## config.mk

```make
export PLATFORM = sky130hd
export DESIGN_NAME = weight_loader
export DESIGN_NICKNAME = d
export VERILOG_FILES = /design/src/rtl/weight_loader_pkg.sv /design/src/rtl/weight_loader.sv
export SDC_FILE = /design/constraint.sdc
export NUM_CORES = 1
export LEC_CHECK = 0
export ABC_AREA = 1
export CORE_ASPECT_RATIO = 0.9
export CORE_MARGIN = 1
export CORE_UTILIZATION = 30
export CTS_CLUSTER_DIAMETER = 80
export DETAILED_ROUTE_END_ITERATION = 6
export GPL_TIMING_DRIVEN = 0
export PLACE_DENSITY = 0.59
export SYNTH_ARGS = -nofsm -noshare
export SYNTH_HDL_FRONTEND = slang
export SYNTH_SLANG_ARGS = --single-unit
export TNS_END_PERCENT = 20
```

## constraint.sdc

```tcl
create_clock -name clk -period 2.3 [get_ports clk]
set_input_delay 0.46 -clock clk [delete_from_list [all_inputs] [get_ports clk]]
set_output_delay 0.46 -clock clk [all_outputs]
set_load 0.005 [all_outputs]
```

## src/rtl/weight_loader_pkg.sv

```systemverilog
// Shared configuration for the weight path: array geometry, weight width and
// the weight_loader state encoding.
package Config;

  localparam int sys_cols       = 4;
  localparam int W_rows         = 3;
  localparam int W_BITWIDTH     = 8;
  localparam int w_buffer_depth = 16;
  localparam int W_TILE_WORDS   = W_rows * sys_cols;

  typedef enum logic [1:0] {
    LOAD   = 2'd0,
    READY  = 2'd1,
    STREAM = 2'd2,
    DRAIN  = 2'd3
  } wl_state_t;

endpackage : Config

```

## src/rtl/weight_loader.sv

```systemverilog
// Steers a row-major weight stream into per-column FIFOs, then streams the
// resident tile out of weight_buffer on start and pulses done once drained.
module weight_loader
  import Config::*;
#(
  parameter int SYS_COLS = Config::sys_cols,
  parameter int ROWS     = Config::W_rows,
  parameter int DW       = Config::W_BITWIDTH
) (
  input  logic                clk,
  input  logic                rstn,
  input  logic                in_valid,
  output logic                in_ready,
  input  logic [DW-1:0]       in_data,
  input  logic [SYS_COLS-1:0] fifo_full,
  output logic [SYS_COLS-1:0] wr_en,
  output logic [DW-1:0]       din,
  input  logic                start,
  output logic                tile_ready,
  output logic                read,
  output logic                done
);

  localparam int CW = (SYS_COLS > 1) ? $clog2(SYS_COLS) : 1;
  localparam int RW = (ROWS > 1) ? $clog2(ROWS) : 1;
  localparam logic [CW-1:0] COL_LAST = CW'(SYS_COLS - 1);
  localparam logic [RW-1:0] ROW_LAST = RW'(ROWS - 1);
  localparam logic [CW-1:0] DR_LAST  = CW'((SYS_COLS > 1) ? (SYS_COLS - 2) : 0);

  wl_state_t     r_state;
  wl_state_t     w_state_nxt;
  logic [CW-1:0] r_col_idx;
  logic [RW-1:0] r_row_idx;
  logic [RW-1:0] r_rd_cnt;
  logic [CW-1:0] r_dr_cnt;
  logic          r_read;
  logic          r_done;
  logic          r_tile_ready;
  logic          w_in_ready;
  logic          w_xfer;
  logic          w_done_set;

  assign in_ready   = w_in_ready;
  assign din        = in_data;
  assign read       = r_read;
  assign done       = r_done;
  assign tile_ready = r_tile_ready;

  // Write-side handshake and one-hot steering; held off during the done pulse.
  always_comb begin
    w_in_ready = 1'b0;
    wr_en      = {SYS_COLS{1'b0}};
    if ((r_state == LOAD) && !r_done) begin
      w_in_ready = !fifo_full[r_col_idx];
    end else begin
      w_in_ready = 1'b0;
    end
    w_xfer = in_valid && w_in_ready;
    if (w_xfer) begin
      wr_en[r_col_idx] = 1'b1;
    end else begin
      wr_en = {SYS_COLS{1'b0}};
    end
  end

  // Next-state logic and done request.
  always_comb begin
    w_state_nxt = r_state;
    w_done_set  = 1'b0;
    case (r_state)
      LOAD: begin
        if (w_xfer && (r_col_idx == COL_LAST) && (r_row_idx == ROW_LAST)) begin
          w_state_nxt = READY;
        end else begin
          w_state_nxt = LOAD;
        end
      end
      READY: begin
        if (start) begin
          w_state_nxt = STREAM;
        end else begin
          w_state_nxt = READY;
        end
      end
      STREAM: begin
        if (r_rd_cnt == ROW_LAST) begin
          if (SYS_COLS == 1) begin
            w_state_nxt = LOAD;
            w_done_set  = 1'b1;
          end else begin
            w_state_nxt = DRAIN;
          end
        end else begin
          w_state_nxt = STREAM;
        end
      end
      DRAIN: begin
        if (r_dr_cnt == DR_LAST) begin
          w_state_nxt = LOAD;
          w_done_set  = 1'b1;
        end else begin
          w_state_nxt = DRAIN;
        end
      end
      default: begin
        w_state_nxt = LOAD;
        w_done_set  = 1'b0;
      end
    endcase
  end

  // State register and registered status outputs.
  always_ff @(posedge clk or negedge rstn) begin
    if (!rstn) begin
      r_state      <= LOAD;
      r_read       <= 1'b0;
      r_done       <= 1'b0;
      r_tile_ready <= 1'b0;
    end else begin
      r_state      <= w_state_nxt;
      r_read       <= (w_state_nxt == STREAM);
      r_done       <= w_done_set;
      r_tile_ready <= (w_state_nxt == READY);
    end
  end

  // Load position: column wraps into the next row; both clear on the final word.
  always_ff @(posedge clk or negedge rstn) begin
    if (!rstn) begin
      r_col_idx <= {CW{1'b0}};
      r_row_idx <= {RW{1'b0}};
    end else if (w_xfer) begin
      if (r_col_idx == COL_LAST) begin
        r_col_idx <= {CW{1'b0}};
        r_row_idx <= (r_row_idx == ROW_LAST) ? {RW{1'b0}} : (r_row_idx + RW'(1));
      end else begin
        r_col_idx <= r_col_idx + CW'(1);
      end
    end
  end

  // Read and drain timers, idle at zero outside their states.
  always_ff @(posedge clk or negedge rstn) begin
    if (!rstn) begin
      r_rd_cnt <= {RW{1'b0}};
      r_dr_cnt <= {CW{1'b0}};
    end else begin
      if (r_state == STREAM) begin
        r_rd_cnt <= (r_rd_cnt == ROW_LAST) ? {RW{1'b0}} : (r_rd_cnt + RW'(1));
      end else begin
        r_rd_cnt <= {RW{1'b0}};
      end
      if (r_state == DRAIN) begin
        r_dr_cnt <= (r_dr_cnt == DR_LAST) ? {CW{1'b0}} : (r_dr_cnt + CW'(1));
      end else begin
        r_dr_cnt <= {CW{1'b0}};
      end
    end
  end

endmodule : weight_loader

```

==> After elaboration in Yosys (flattened, before gate mapping) <==
Index checks and enable logic that the tools add are counted.
{ "word_totals": {"reg_bits": 13, "in_bits": 16, "output_inout_bits": 16, "wordCells": 51} }
{ "classes": {"addsub": 4, "magnitude_cmp": 2, "eq_ne": 9, "mux": 19, "n_reduce_logical": 9} }
{ "op_table": {"columns": ["operator", "n"], "rows": [
  ["2-to-1 mux 2 bit", 8],
  ["== test 2 bit, second input constant", 7],
  ["adder 2 x 1 -> 2 bit, second input constant", 4],
  ["case mux 2 bit (4 select lines)", 1],
  ["2-to-1 mux 1 bit", 7],
  ["logical AND 1 bit", 5],
  ["== test 2 x 1 -> 1 bit, second input constant", 2],
  ["2-to-1 mux 4 bit", 1],
  ["less-than comparator 2 x 3 -> 1 bit, second input constant", 1],
  ["binary-select mux 1 bit (select 2 bit)", 1],
  ["demux 1 bit (select 2 bit)", 1],
  ["greater-or-equal comparator 2 x 1 -> 1 bit, second input constant", 1],
  ["logical NOT 1 bit", 2],
  ["logical NOT 2 bit", 1],
  ["AND reduction 2 bit", 1]
]} }

==> Longest topological paths before layout <==
Gate-level depths: netlist (run 1).
{ "depth": {"depth_word": 10, "ltp_mapped": 9, "depth_no_buf": 9} }

==> Worst setup path before layout (run 1) <==
OpenSTA, ideal clock, no wires.
{ "synth_path": {"path_type": "register to output", "from": "register r_col_idx[0]", "to": "output wr_en[0]", "arrival_time_ns": 1.044, "t_required_ns": 1.840, "slack_ns": 0.796, "stages_incl_launch_ff": 8, "path_buffers": 0, "path_cell_list": "dfrtp_1 inv_2 nand2_1 nand3_1 nand2_1 nor2_4 nand2_4 nor2_1"} }
{ "synth_via": {"elab_chain_cells": 6, "word_cells_on_any_way": 11, "classes_between": "order compare: 2; mux: 6; reduce/logical: 3"} }
{ "synth_rtl": {"columns": ["element", "line", "text"], "rows": [
  ["start: declaration", "weight_loader.sv:32", "logic [CW-1:0] r_col_idx;"],
  ["start signal: assignment", "weight_loader.sv:130", "r_col_idx <= {CW{1'b0}};"],
  ["start signal: assignment", "weight_loader.sv:134", "r_col_idx <= {CW{1'b0}};"],
  ["start signal: assignment", "weight_loader.sv:137", "r_col_idx <= r_col_idx + CW'(1);"],
  ["binary-select mux 1 bit (select 2 bit)", "weight_loader.sv:54", "w_in_ready = !fifo_full[r_col_idx];"],
  ["2-to-1 mux 1 bit (implied by the code)", "weight_loader.sv:54", null],
  ["logical NOT 1 bit", "weight_loader.sv:54", null],
  ["2-to-1 mux 1 bit", "weight_loader.sv:53", "if ((r_state == LOAD) && !r_done) begin"],
  ["via in_ready", "weight_loader.sv:13", "output logic in_ready,"],
  ["logical AND 1 bit", "weight_loader.sv:58", "w_xfer = in_valid && w_in_ready;"],
  ["2-to-1 mux 4 bit", "weight_loader.sv:59", "if (w_xfer) begin"],
  ["end: declaration", "weight_loader.sv:16", "output logic [SYS_COLS-1:0] wr_en,"]
]} }
The timed path passes the listed nets, and every way through them passes these cells. The select of a mux whose other input is x is not followed.

==> Worst setup path after layout (run 1) <==
{ "layout_path": {"from": "input fifo_full[3]", "to": "output wr_en[3]"} }
{ "layout_via": {"elab_chain_cells": 6} }
{ "layout_rtl": {"columns": ["element", "line", "text"], "rows": [
  ["start: declaration", "weight_loader.sv:15", "input logic [SYS_COLS-1:0] fifo_full,"],
  ["binary-select mux 1 bit (select 2 bit)", "weight_loader.sv:54", null],
  ["2-to-1 mux 1 bit (implied by the code)", "weight_loader.sv:54", null],
  ["logical NOT 1 bit", "weight_loader.sv:54", null],
  ["2-to-1 mux 1 bit", "weight_loader.sv:53", null],
  ["logical AND 1 bit", "weight_loader.sv:58", null],
  ["2-to-1 mux 4 bit", "weight_loader.sv:59", null]
]} }
No other way between the ends. The select of a mux whose other input is x is not followed.

==> summary.txt, run 1 <==
SYNTHESIS
--------------------------------------------------------------------------------
Post-synthesis instance area                                            727 um^2
Number of synthesis warnings                                                   0
Nets in the synthesized netlist                                              107
Instance count of the mapped netlist                                          87
Mean instance size in the synthesized netlist                          8.36 um^2
FF+latch count, synth                                                         13
Post-synth cell types                                                         17
Leading post-synthesis cells by cell area                           dfrtp_1 (45%), buf_4 (8.3%), inv_1 (7.7%), ha_1 (6.9%), nor2_1 (6.7%)
Fraction of the yosys area taken by sequential cells                       44.8%
Share of Yosys cell area claimed by the top area cell type                 44.8%
Cell taking the most area after synthesis                                dfrtp_1

POWER AND IR DROP
--------------------------------------------------------------------------------
Share of total power in the clock network                                  13.9%
Static leakage                                                          0.534 nW
Pwr dens                                                             977 nW/um^2
Max IR drop VDD                                                         0.576 mV
Share of total power in sequential cells                                   35.5%
P_sw                                                                    0.403 mW
Part of the total power dissipated in combinational logic                  50.6%
Switching share of power                                                   39.9%
Cell Int Power                                                          0.606 mW

DIE
--------------------------------------------------------------------------------
Floorplan die area                                                     2620 um^2
Initial core utilization                                                   32.7%
Count of boundary I/O pins                                                    32
Core footprint                                                         2220 um^2
Number of standard-cell rows in the floorplan                                 16
Die Ht                                                                   48.7 um
Horiz. Die Dim                                                           53.9 um

CLOCK TREE
--------------------------------------------------------------------------------
Total CTS buffers                                                              3
Maximum count of clock buffers along a single path                             2
Htree depth                                                                    1
Clock insertion delay at the later pin of the skew report                 270 ps
Clock tree from TritonCTS                                                  built
CTS clk-pin slew, worst paths                                              80 ps
Root buf cell                                                           clkbuf_4
Clock Sink Count                                                              13

GLOBAL ROUTING
--------------------------------------------------------------------------------
Overall fraction of global-route tracks in use                             11.5%
Global routing usage on met1                                               15.4%
Met3 usage                                                                 1.89%
First-pass GRT wire length                                               2160 um
Global-route congestion overflow total                                         0
Number of antenna violations at the first check in global routing              0
Busiest layer in global routing                                             met2
Met2 Usage GRT                                                             16.5%
Vias in the first global route                                               557
Pin count of the biggest net entering global routing                          14

STA
--------------------------------------------------------------------------------
Final Cycle Share                                                          95.2%
Clock tree skew after final layout                                      0.998 ps
RSZ-0062 raised after global routing                                       false
Headroom to the max-slew limit                                             61.0%
Final setup violating endpoints                                                0
Number of hold violations in the final report                                  0
Minimum clock period                                                     2190 ps
Maximum achievable frequency                                           0.457 GHz
Least-Margin Pin Slew                                                     584 ps
Count of pins over their slew limit                                            0
Worst hold slack after final layout                                       428 ps
Worst-case setup margin in the final layout                               110 ps
Setup tns final                                                             0 ps

FINISH
--------------------------------------------------------------------------------
Most common library cell in the layout ignoring fill and taps       clkdlybuf4s50_1
Ratio of cells with drive above 1 in the final layout                      18.1%
Net count of the finished layout                                             137
Fill count                                                                   231
Most frequent cells in the layout                                   clkdlybuf4s50_1 (18), inv_1 (15), nor2_1 (13), dfrtp_1 (13)
Area delta synth->final                                                    42.0%
Post-route cell area                                                   1030 um^2
Number of antenna cells inserted                                               0

PLACED DESIGN
--------------------------------------------------------------------------------
Placed wire-length estimate                                               987 um
Worst setup slack after placement                                        -147 ps
GP Congestion                                                              0.728
Port Buffer Count                                                             23
Cell area reported after detailed placement                             991 um^2

CRITICAL PATH
--------------------------------------------------------------------------------
Data arrival time of the critical path                                   1730 ps
Launch point of the critical path                                   fifo_full[3]
CP Buf/Inv Count                                                               3
Category of the worst setup path capture point                      primary output
Critical path, cell by cell                                         clkdlybuf4s50_1, inv_1, nand2_1, nand3_1, nand2_2, nor2_4, nand2_4, nor2_8, dlygate4sd2_1
Required time worst endpoint                                             1840 ps
Top Family by Delay on Critical Path                                buffers and inverters
Biggest cell delay along the critical path                                400 ps
Largest fanout on the critical path                                            6
Cell with the largest stage delay on the worst path                 clkdlybuf4s50_1
Crit Path Category                                                        in2out
Reg2reg start                                                       r_col_idx[0]
Type of element launching the critical path                         primary input

MIN PATH
--------------------------------------------------------------------------------
Startpoint of the most critical hold path                            r_rd_cnt[0]
Hold Path Class                                                          reg2reg

DETAILED ROUTING
--------------------------------------------------------------------------------
Average detailed-routed wire length per instance                         9.31 um
Drt total wl                                                             1330 um
Detailed-router iteration count before antenna repair                          4
Number of vias per cell after detailed routing                              4.22
Initial detailed-routing violation count                                      12
Number of nets with antenna violations after routing                           0
Via Count                                                                    603
Number of remaining DRC errors                                                 0

RUN
--------------------------------------------------------------------------------
Max-cap violations                                                             0

STATUS
--------------------------------------------------------------------------------
Result of the run                                                      completed

## area by class of cell
type / instances / area [um^2] / area share (%)
tap: 27 / 33.8 / 3.27
buffer: 8 / 60.1 / 5.82
sequential: 13 / 325 / 31.5
timing repair buffer: 25 / 243 / 23.5
inverter: 17 / 63.8 / 6.18
multi-input combinational: 49 / 280 / 27.2
clock buffer: 4 / 26.3 / 2.55
## power by group through the flow
stage	sequential [mW]	combinational [mW]	clock, mW
after floorplan	0.352	0.305	0
after global placement	0.362	0.464	0
after detailed placement	0.363	0.472	0
after CTS	0.358	0.513	0.147
after global routing	0.367	0.580	0.153
final	0.358	0.510	0.140
## flip-flops by register name (all words and copies together), names as in the netlist
register,cells
r_dr_cnt,2
done,1
r_rd_cnt,2
r_state,2
tile_ready,1
r_row_idx,2
r_col_idx,2
read,1
## worst paths after layout
path	slack [ps]	cells after the start	endpoint
worst min-delay path	430	1	r_rd_cnt[0]
worst max register to register	850	9	r_col_idx[1]
worst max-delay path	110	9	wr_en[3]
max in group asynchronous	1370	1	r_state[0]
min in group asynchronous	560	1	r_col_idx[0]
worst min register to register	430	1	r_rd_cnt[0]
## worst reg2reg max path, stage by stage (launching register included)
cell and delay [ps]:
dfrtp_1 450, inv_2 140, nand2_1 60, nand3_1 80, nand2_2 60, nor2_4 160
nand2_4 110, buf_4 150, nor2_1 80, a21oi_1 50
## per-layer routing
metal | vias to the layer above | wire length, um
li1 | 316 | -
met1 | 260 | 657
met5 | - | 0
met3 | 2 | 65
met4 | 0 | 19
met2 | 25 | 587
## synthesized netlist by cell type
master / number
a21oi_1: 3
buf_4: 8
dfrtp_1: 13
ha_1: 4
inv_1: 15
inv_2: 2
nand2_1: 10
nand2_2: 1
nand2_4: 1
nand3_1: 2
nand4_1: 1
nor2_1: 13
nor2_2: 1
nor2_4: 1
nor2_8: 1
nor3_1: 5
o21ai_0: 6
## timing repair
item / 4_1_cts / 5_1_grt
setup buffers: 2 / 0
resized for setup: 7 / 0
hold buffers: 0 / 0
setup endpoints to repair: 4 / 0
## cell families after synthesis
logic type,count (synthesis),share of synthesized area (%)
simple gates,36,25.1
buf+inv,25,17.0
flops,13,44.8
compound gates,9,6.20
fa+ha+maj,4,6.88
## metrics by stage
stage	cells	utilization [%]	total power, mW
6_report	143	46.5	1.01
5_1_grt	143	46.5	1.10
4_1_cts	143	46.5	1.02
3_5_place_dp	137	44.6	0.835
3_3_place_gp	137	44.6	0.827
2_1_floorplan	87	-	0.656
(Power assumes the default switching activity.)
==> inputs of run 2 (changes only) <==
--- a/config.mk
+++ b/config.mk
@@ -7,7 +7,7 @@
 export LEC_CHECK = 0
 export ABC_AREA = 1
 export CORE_ASPECT_RATIO = 0.9
-export CORE_MARGIN = 1
+export CORE_MARGIN = 2
 export CORE_UTILIZATION = 30
 export CTS_CLUSTER_DIAMETER = 80
 export DETAILED_ROUTE_END_ITERATION = 6
==> summary.txt, run 2 (synthesis gave the netlist of run 1 again) <==
RUN
--------------------------------------------------------------------------------
Max-cap violations                                                             0   unchanged

CRITICAL PATH
--------------------------------------------------------------------------------
Type of element launching the critical path                         primary input   unchanged
Cell with the largest stage delay on the worst path                 clkdlybuf4s50_1   unchanged
Critical path, cell by cell                                         clkdlybuf4s50_1, inv_1, nand2_1, nand3_2, nand2_2, nor2_4, buf_4, nand2_4, nor2_8, dlygate4sd2_1   was clkdlybuf4s50_1, inv_1, nand2_1, nand3_1, nand2_2, nor2_4, nand2_4, nor2_8, dlygate4sd2_1
Biggest cell delay along the critical path                                460 ps   was 400 ps
Required time worst endpoint                                             1840 ps   about the same
Data arrival time of the critical path                                   1770 ps   was 1730 ps
Crit Path Category                                                        in2out   unchanged
Top Family by Delay on Critical Path                                buffers and inverters   unchanged
Category of the worst setup path capture point                      primary output   unchanged
Largest fanout on the critical path                                            5   was 6
CP Buf/Inv Count                                                               4   was 3

FINISH
--------------------------------------------------------------------------------
Most frequent cells in the layout                                   clkdlybuf4s50_1 (18), inv_1 (15), nor2_1 (13), dfrtp_1 (13), buf_4 (10)   was clkdlybuf4s50_1 (18), inv_1 (15), nor2_1 (13), dfrtp_1 (13)
Final core utilization                                                     46.8%   was 46.5%
Ratio of cells with drive above 1 in the final layout                      19.7%   was 18.1%
Area delta synth->final                                                    44.2%   was 42.0%
Most common library cell in the layout ignoring fill and taps       clkdlybuf4s50_1   unchanged
Number of non-filler instances in the completed layout                       144   was 143
Number of antenna cells inserted                                               0   unchanged
Net count of the finished layout                                             138   was 137

PLACED DESIGN
--------------------------------------------------------------------------------
Cell count after placement                                                   137   unchanged
Port Buffer Count                                                             23   unchanged
Placed wire-length estimate                                              1060 um   was 987 um
GP Congestion                                                              0.685   was 0.728
Worst setup slack after placement                                        -163 ps   was -147 ps

DETAILED ROUTING
--------------------------------------------------------------------------------
Via Count                                                                    610   was 603
Detailed-router iteration count before antenna repair                          2   was 4
Initial detailed-routing violation count                                       6   was 12
Average detailed-routed wire length per instance                         9.88 um   was 9.31 um
Number of remaining DRC errors                                                 0   unchanged
Number of nets with antenna violations after routing                           0   unchanged
Number of vias per cell after detailed routing                              4.24   was 4.22
Drt total wl                                                             1420 um   was 1330 um

GLOBAL ROUTING
--------------------------------------------------------------------------------
Pin count of the biggest net entering global routing                          14   unchanged
Vias in the first global route                                               601   was 557
Number of antenna violations at the first check in global routing              0   unchanged
Overall fraction of global-route tracks in use                             11.1%   was 11.5%
Global-route congestion overflow total                                         0   unchanged
First-pass GRT wire length                                               2460 um   was 2160 um

CLOCK TREE
--------------------------------------------------------------------------------
Maximum count of clock buffers along a single path                             2   unchanged
Root buf cell                                                           clkbuf_4   unchanged
Htree depth                                                                    1   unchanged
Total CTS buffers                                                              3   unchanged
Hold bufs inserted after CTS                                                   0   unchanged
CTS clk-pin slew, worst paths                                              80 ps   about the same
Clock Sink Count                                                              13   unchanged
Clock tree from TritonCTS                                                  built   unchanged
Clock insertion delay at the later pin of the skew report                 270 ps   about the same

DIE
--------------------------------------------------------------------------------
Floorplan die area                                                     2830 um^2   was 2620 um^2
Core footprint                                                         2240 um^2   was 2220 um^2
Horiz. Die Dim                                                           55.9 um   was 53.9 um
Initial core utilization                                                   32.4%   was 32.7%
Count of boundary I/O pins                                                    32   unchanged
Die Ht                                                                   50.7 um   was 48.7 um
Number of standard-cell rows in the floorplan                                 16   unchanged

STA
--------------------------------------------------------------------------------
Number of hold violations in the final report                                  0   unchanged
Clock tree skew after final layout                                       1.75 ps   was 0.998 ps
Count of pins over their slew limit                                            0   unchanged
Least-Margin Pin Slew                                                     585 ps   was 584 ps
Final Cycle Share                                                          96.9%   was 95.2%
Headroom to the max-slew limit                                             60.9%   was 61.0%
Minimum clock period                                                     2230 ps   was 2190 ps
Final setup violating endpoints                                                0   unchanged
Worst-case setup margin in the final layout                              71.0 ps   was 110 ps
Maximum achievable frequency                                           0.449 GHz   was 0.457 GHz

POWER AND IR DROP
--------------------------------------------------------------------------------
Max IR drop VDD                                                         0.608 mV   was 0.576 mV
Pwr dens                                                             992 nW/um^2   was 977 nW/um^2
Static leakage                                                          0.551 nW   was 0.534 nW

STATUS
--------------------------------------------------------------------------------
Result of the run                                                      completed   unchanged

MIN PATH
--------------------------------------------------------------------------------
Hold Path Class                                                          reg2reg   unchanged

run 2: cell count changes in the layout (fill, tap and decap cells not counted), sizes merged:
cell          previous run  this run
dlygate4sd2              5         4
dlymetal6s2s             0         1
buf                     10        11
run 2: path summary, 6_finish.rpt:
path / start / end / cells past startpoint / slack, ps
worst max-delay path: fifo_full[2] / wr_en[3] / 10 / 70
worst min-delay path: r_dr_cnt[0] / r_dr_cnt[0] / 1 / 430
worst max register to register: r_col_idx[0] / r_col_idx[1] / 10 / 800
worst min register to register: r_dr_cnt[0] / r_dr_cnt[0] / 1 / 430
max in group asynchronous: rstn / r_rd_cnt[1] / 1 / 1370
min in group asynchronous: rstn / tile_ready / 1 / 550
run 2: final cells by class:
type                            instances  area [um^2]
Clock buffer                            4         26.3
Multi-Input combinational cell         49          285
Fill cell                             235         1190
Inverter                               17         63.8
Buffer                                  8         60.1
Tap cell                               27         33.8
Timing Repair Buffer                   26          254
Sequential cell                        13          325
run 2: power by group:
part	switching [mW]	internal (mW)	leakage [nW]
combinational	0.279	0.260	0.364
clock	0.0746	0.0672	0.0150
sequential	0.0588	0.300	0.172
total	0.413	0.627	0.551
run 2: what timing repair did:
item | 4_1_cts | 5_1_grt
endpoints found under the setup margin | 4 | 1
pin swaps | 1 | 1
resized for setup | 6 | 3
setup buffers | 2 | 1
endpoints found under the hold margin | 0 | 0
cloned | 0 | 0
run 2: worst reg2reg max path, delay by kind of cell, from the launching register on:
family	cells	cell delay, ps
flops	1	450
buf+inv	3	430
simple gates	6	470
compound gates	1	50
run 2: metrics by stage:
step | cell area (um^2) | TNS, ps | hold slack, ps | power, mW
3_3_place_gp | 991 | -538 | 416 | 0.827
4_1_cts | 1030 | -20.8 | 434 | 1.02
5_1_grt | 1050 | -15.7 | 459 | 1.14
6_report | 1050 | 0 | 433 | 1.04
2_1_floorplan | 727 | 0 | 164 | 0.656
3_5_place_dp | 991 | -586 | 423 | 0.833
run 2: layer usage:
layer	wire [um]	global-route usage, %	up-vias
li1	-	-	318
met1	638	13.4	261
met2	641	18.5	27
met3	111	1.80	4
met4	31	7.14	0
met5	0	0	-
==> inputs of run 3 (changes only) <==
--- a/config.mk
+++ b/config.mk
@@ -6,13 +6,15 @@
 export NUM_CORES = 1
 export LEC_CHECK = 0
 export ABC_AREA = 1
+export CAP_MARGIN = 15
 export CORE_ASPECT_RATIO = 0.9
 export CORE_MARGIN = 2
 export CORE_UTILIZATION = 30
 export CTS_CLUSTER_DIAMETER = 80
 export DETAILED_ROUTE_END_ITERATION = 6
 export GPL_TIMING_DRIVEN = 0
-export PLACE_DENSITY = 0.59
+export PLACE_DENSITY_LB_ADDON = 0.1
+export SKIP_CTS_REPAIR_TIMING = 1
 export SYNTH_ARGS = -nofsm -noshare
 export SYNTH_HDL_FRONTEND = slang
 export SYNTH_SLANG_ARGS = --single-unit
==> summary.txt, run 3 (synthesis gave the netlist of run 1 again) <==
FINISH
--------------------------------------------------------------------------------
Net count of the finished layout                                             138   unchanged
Number of antenna cells inserted                                               0   unchanged
Area delta synth->final                                                    45.6%   was 44.2%
Most common library cell in the layout ignoring fill and taps       clkdlybuf4s50_1   unchanged
Ratio of cells with drive above 1 in the final layout                      20.5%   was 19.7%
Most frequent cells in the layout                                   clkdlybuf4s50_1 (18), inv_1 (15), nor2_1 (13), dfrtp_1 (12), buf_4 (10)   was clkdlybuf4s50_1 (18), inv_1 (15), nor2_1 (13), dfrtp_1 (13), buf_4 (10)
Final core utilization                                                     47.2%   was 46.8%

DIE
--------------------------------------------------------------------------------
Number of standard-cell rows in the floorplan                                 16   unchanged
Horiz. Die Dim                                                           55.9 um   unchanged
Count of boundary I/O pins                                                    32   unchanged
Initial core utilization                                                   32.4%   unchanged
Floorplan die area                                                     2830 um^2   unchanged
Core footprint                                                         2240 um^2   unchanged
Die Ht                                                                   50.7 um   unchanged

POWER AND IR DROP
--------------------------------------------------------------------------------
Switching share of power                                                   38.7%   was 39.7%
Pwr dens                                                             994 nW/um^2   was 992 nW/um^2
Share of total power in the clock network                                  13.1%   was 13.6%
Cell Int Power                                                          0.645 mW   was 0.627 mW
Overall power consumption                                                1.05 mW   was 1.04 mW
Share of total power in sequential cells                                   34.1%   was 34.5%
Part of the total power dissipated in combinational logic                  52.8%   was 51.9%
Static leakage                                                          0.591 nW   was 0.551 nW
P_sw                                                                    0.407 mW   was 0.413 mW
Max IR drop VDD                                                         0.536 mV   was 0.608 mV

STA
--------------------------------------------------------------------------------
Headroom to the max-slew limit                                             62.4%   was 60.9%
Number of hold violations in the final report                                  0   unchanged
Final setup violating endpoints                                                0   unchanged
Count of pins over their slew limit                                            0   unchanged
Least-Margin Pin Slew                                                     562 ps   was 585 ps
Minimum clock period                                                     2100 ps   was 2230 ps
Maximum achievable frequency                                           0.476 GHz   was 0.449 GHz
RSZ-0062 raised after global routing                                       false
Clock tree skew after final layout                                       4.48 ps   was 1.75 ps
Final Cycle Share                                                          91.3%   was 96.9%

PLACED DESIGN
--------------------------------------------------------------------------------
GP Congestion                                                              0.813   was 0.685
Placed wire-length estimate                                              1100 um   was 1060 um
Port Buffer Count                                                             23   unchanged

CRITICAL PATH
--------------------------------------------------------------------------------
Data arrival time of the critical path                                   1640 ps   was 1770 ps
Biggest cell delay along the critical path                                400 ps   was 460 ps
Critical path, cell by cell                                         clkdlybuf4s50_1, inv_1, nand2_1, nand3_1, nand2_2, nor2_4, nand2_4, nor2_8, dlymetal6s2s_1   was clkdlybuf4s50_1, inv_1, nand2_1, nand3_2, nand2_2, nor2_4, buf_4, nand2_4, nor2_8, dlygate4sd2_1
CP Buf/Inv Count                                                               3   was 4
Required time worst endpoint                                             1840 ps   about the same
Crit Path Category                                                        in2out   unchanged
Type of element launching the critical path                         primary input   unchanged
Top Family by Delay on Critical Path                                simple AND/OR/NAND/NOR gates   was buffers and inverters
Cell with the largest stage delay on the worst path                 clkdlybuf4s50_1   unchanged
Category of the worst setup path capture point                      primary output   unchanged
Largest fanout on the critical path                                            6   was 5

DETAILED ROUTING
--------------------------------------------------------------------------------
Initial detailed-routing violation count                                       5   was 6
Detailed-router iteration count before antenna repair                          3   was 2
Number of remaining DRC errors                                                 0   unchanged
Number of vias per cell after detailed routing                              4.30   was 4.24
Average detailed-routed wire length per instance                         9.69 um   was 9.88 um
Number of nets with antenna violations after routing                           0   unchanged
Drt total wl                                                             1400 um   was 1420 um
Via Count                                                                    619   was 610

CLOCK TREE
--------------------------------------------------------------------------------
Clock tree from TritonCTS                                                  built   unchanged
CTS clk-pin slew, worst paths                                              70 ps   was 80 ps
Htree depth                                                                    1   unchanged
Root buf cell                                                           clkbuf_4   unchanged
Clock Sink Count                                                              13   unchanged
Maximum count of clock buffers along a single path                             2   unchanged
Clock insertion delay at the later pin of the skew report                 270 ps   about the same
Total CTS buffers                                                              3   unchanged

GLOBAL ROUTING
--------------------------------------------------------------------------------
Number of antenna violations at the first check in global routing              0   unchanged
Pin count of the biggest net entering global routing                          14   unchanged
Overall fraction of global-route tracks in use                             11.3%   was 11.1%
Vias in the first global route                                               601   unchanged
Global-route congestion overflow total                                         0   unchanged
First-pass GRT wire length                                               2500 um   was 2460 um

STATUS
--------------------------------------------------------------------------------
Result of the run                                                      completed   unchanged

RUN
--------------------------------------------------------------------------------
Max-cap violations                                                             0   unchanged

MIN PATH
--------------------------------------------------------------------------------
Hold Path Class                                                          reg2reg   unchanged

-- run 3: final timing paths --
| check | from | end | depth (start not counted) | slack [ps] |
|---|---|---|---|---|
| max in group asynchronous | rstn | r_col_idx[0] | 1 | 1360 |
| min in group asynchronous | rstn | r_rd_cnt[0] | 1 | 540 |
| setup reg to reg | r_col_idx[0] | read | 9 | 850 |
| hold reg to reg | r_dr_cnt[0] | r_dr_cnt[0] | 1 | 430 |
| hold / removal | r_dr_cnt[0] | r_dr_cnt[0] | 1 | 430 |
| setup / recovery | fifo_full[2] | wr_en[3] | 9 | 200 |
-- run 3: layer usage --
| metal | up-vias | part of all wire (%) | GRT usage, % |
|---|---|---|---|
| met4 | 0 | 0 | 2.38 |
| met2 | 21 | 47 | 18.1 |
| met5 | - | 0 | 0 |
| met3 | 0 | 7.1 | 5.41 |
| li1 | 321 | - | - |
| met1 | 277 | 45 | 13.8 |
-- run 3: cell type report --
class	count	area (um^2)
plain buffers	8	60.1
clock buffers	4	26.3
fillers	236	1180
inverters	17	63.8
multi-input cells	49	280
flip-flops and latches	13	327
well taps	27	33.8
repair buffers	26	268
-- run 3: through the flow --
step | area, um^2 | TNS [ps] | instances | hold WS, ps | setup WS, ps
detailed placement | 991 | -644 | 137 | 423 | -177
global placement | 991 | -495 | 137 | 417 | -142
global route | 1060 | 0 | 144 | 450 | 123
CTS | 1020 | -665 | 141 | 433 | -184
floorplan | 727 | 0 | 87 | 164 | 796
finish | 1060 | 0 | 144 | 428 | 201
-- run 3: power by group through the flow --
stage | Combinational [mW] | Clock, mW | Sequential (mW)
after global placement | 0.471 | 0 | 0.360
final | 0.555 | 0.138 | 0.359
after floorplan | 0.305 | 0 | 0.352
after CTS | 0.485 | 0.145 | 0.356
after detailed placement | 0.481 | 0 | 0.361
after global routing | 0.622 | 0.161 | 0.370
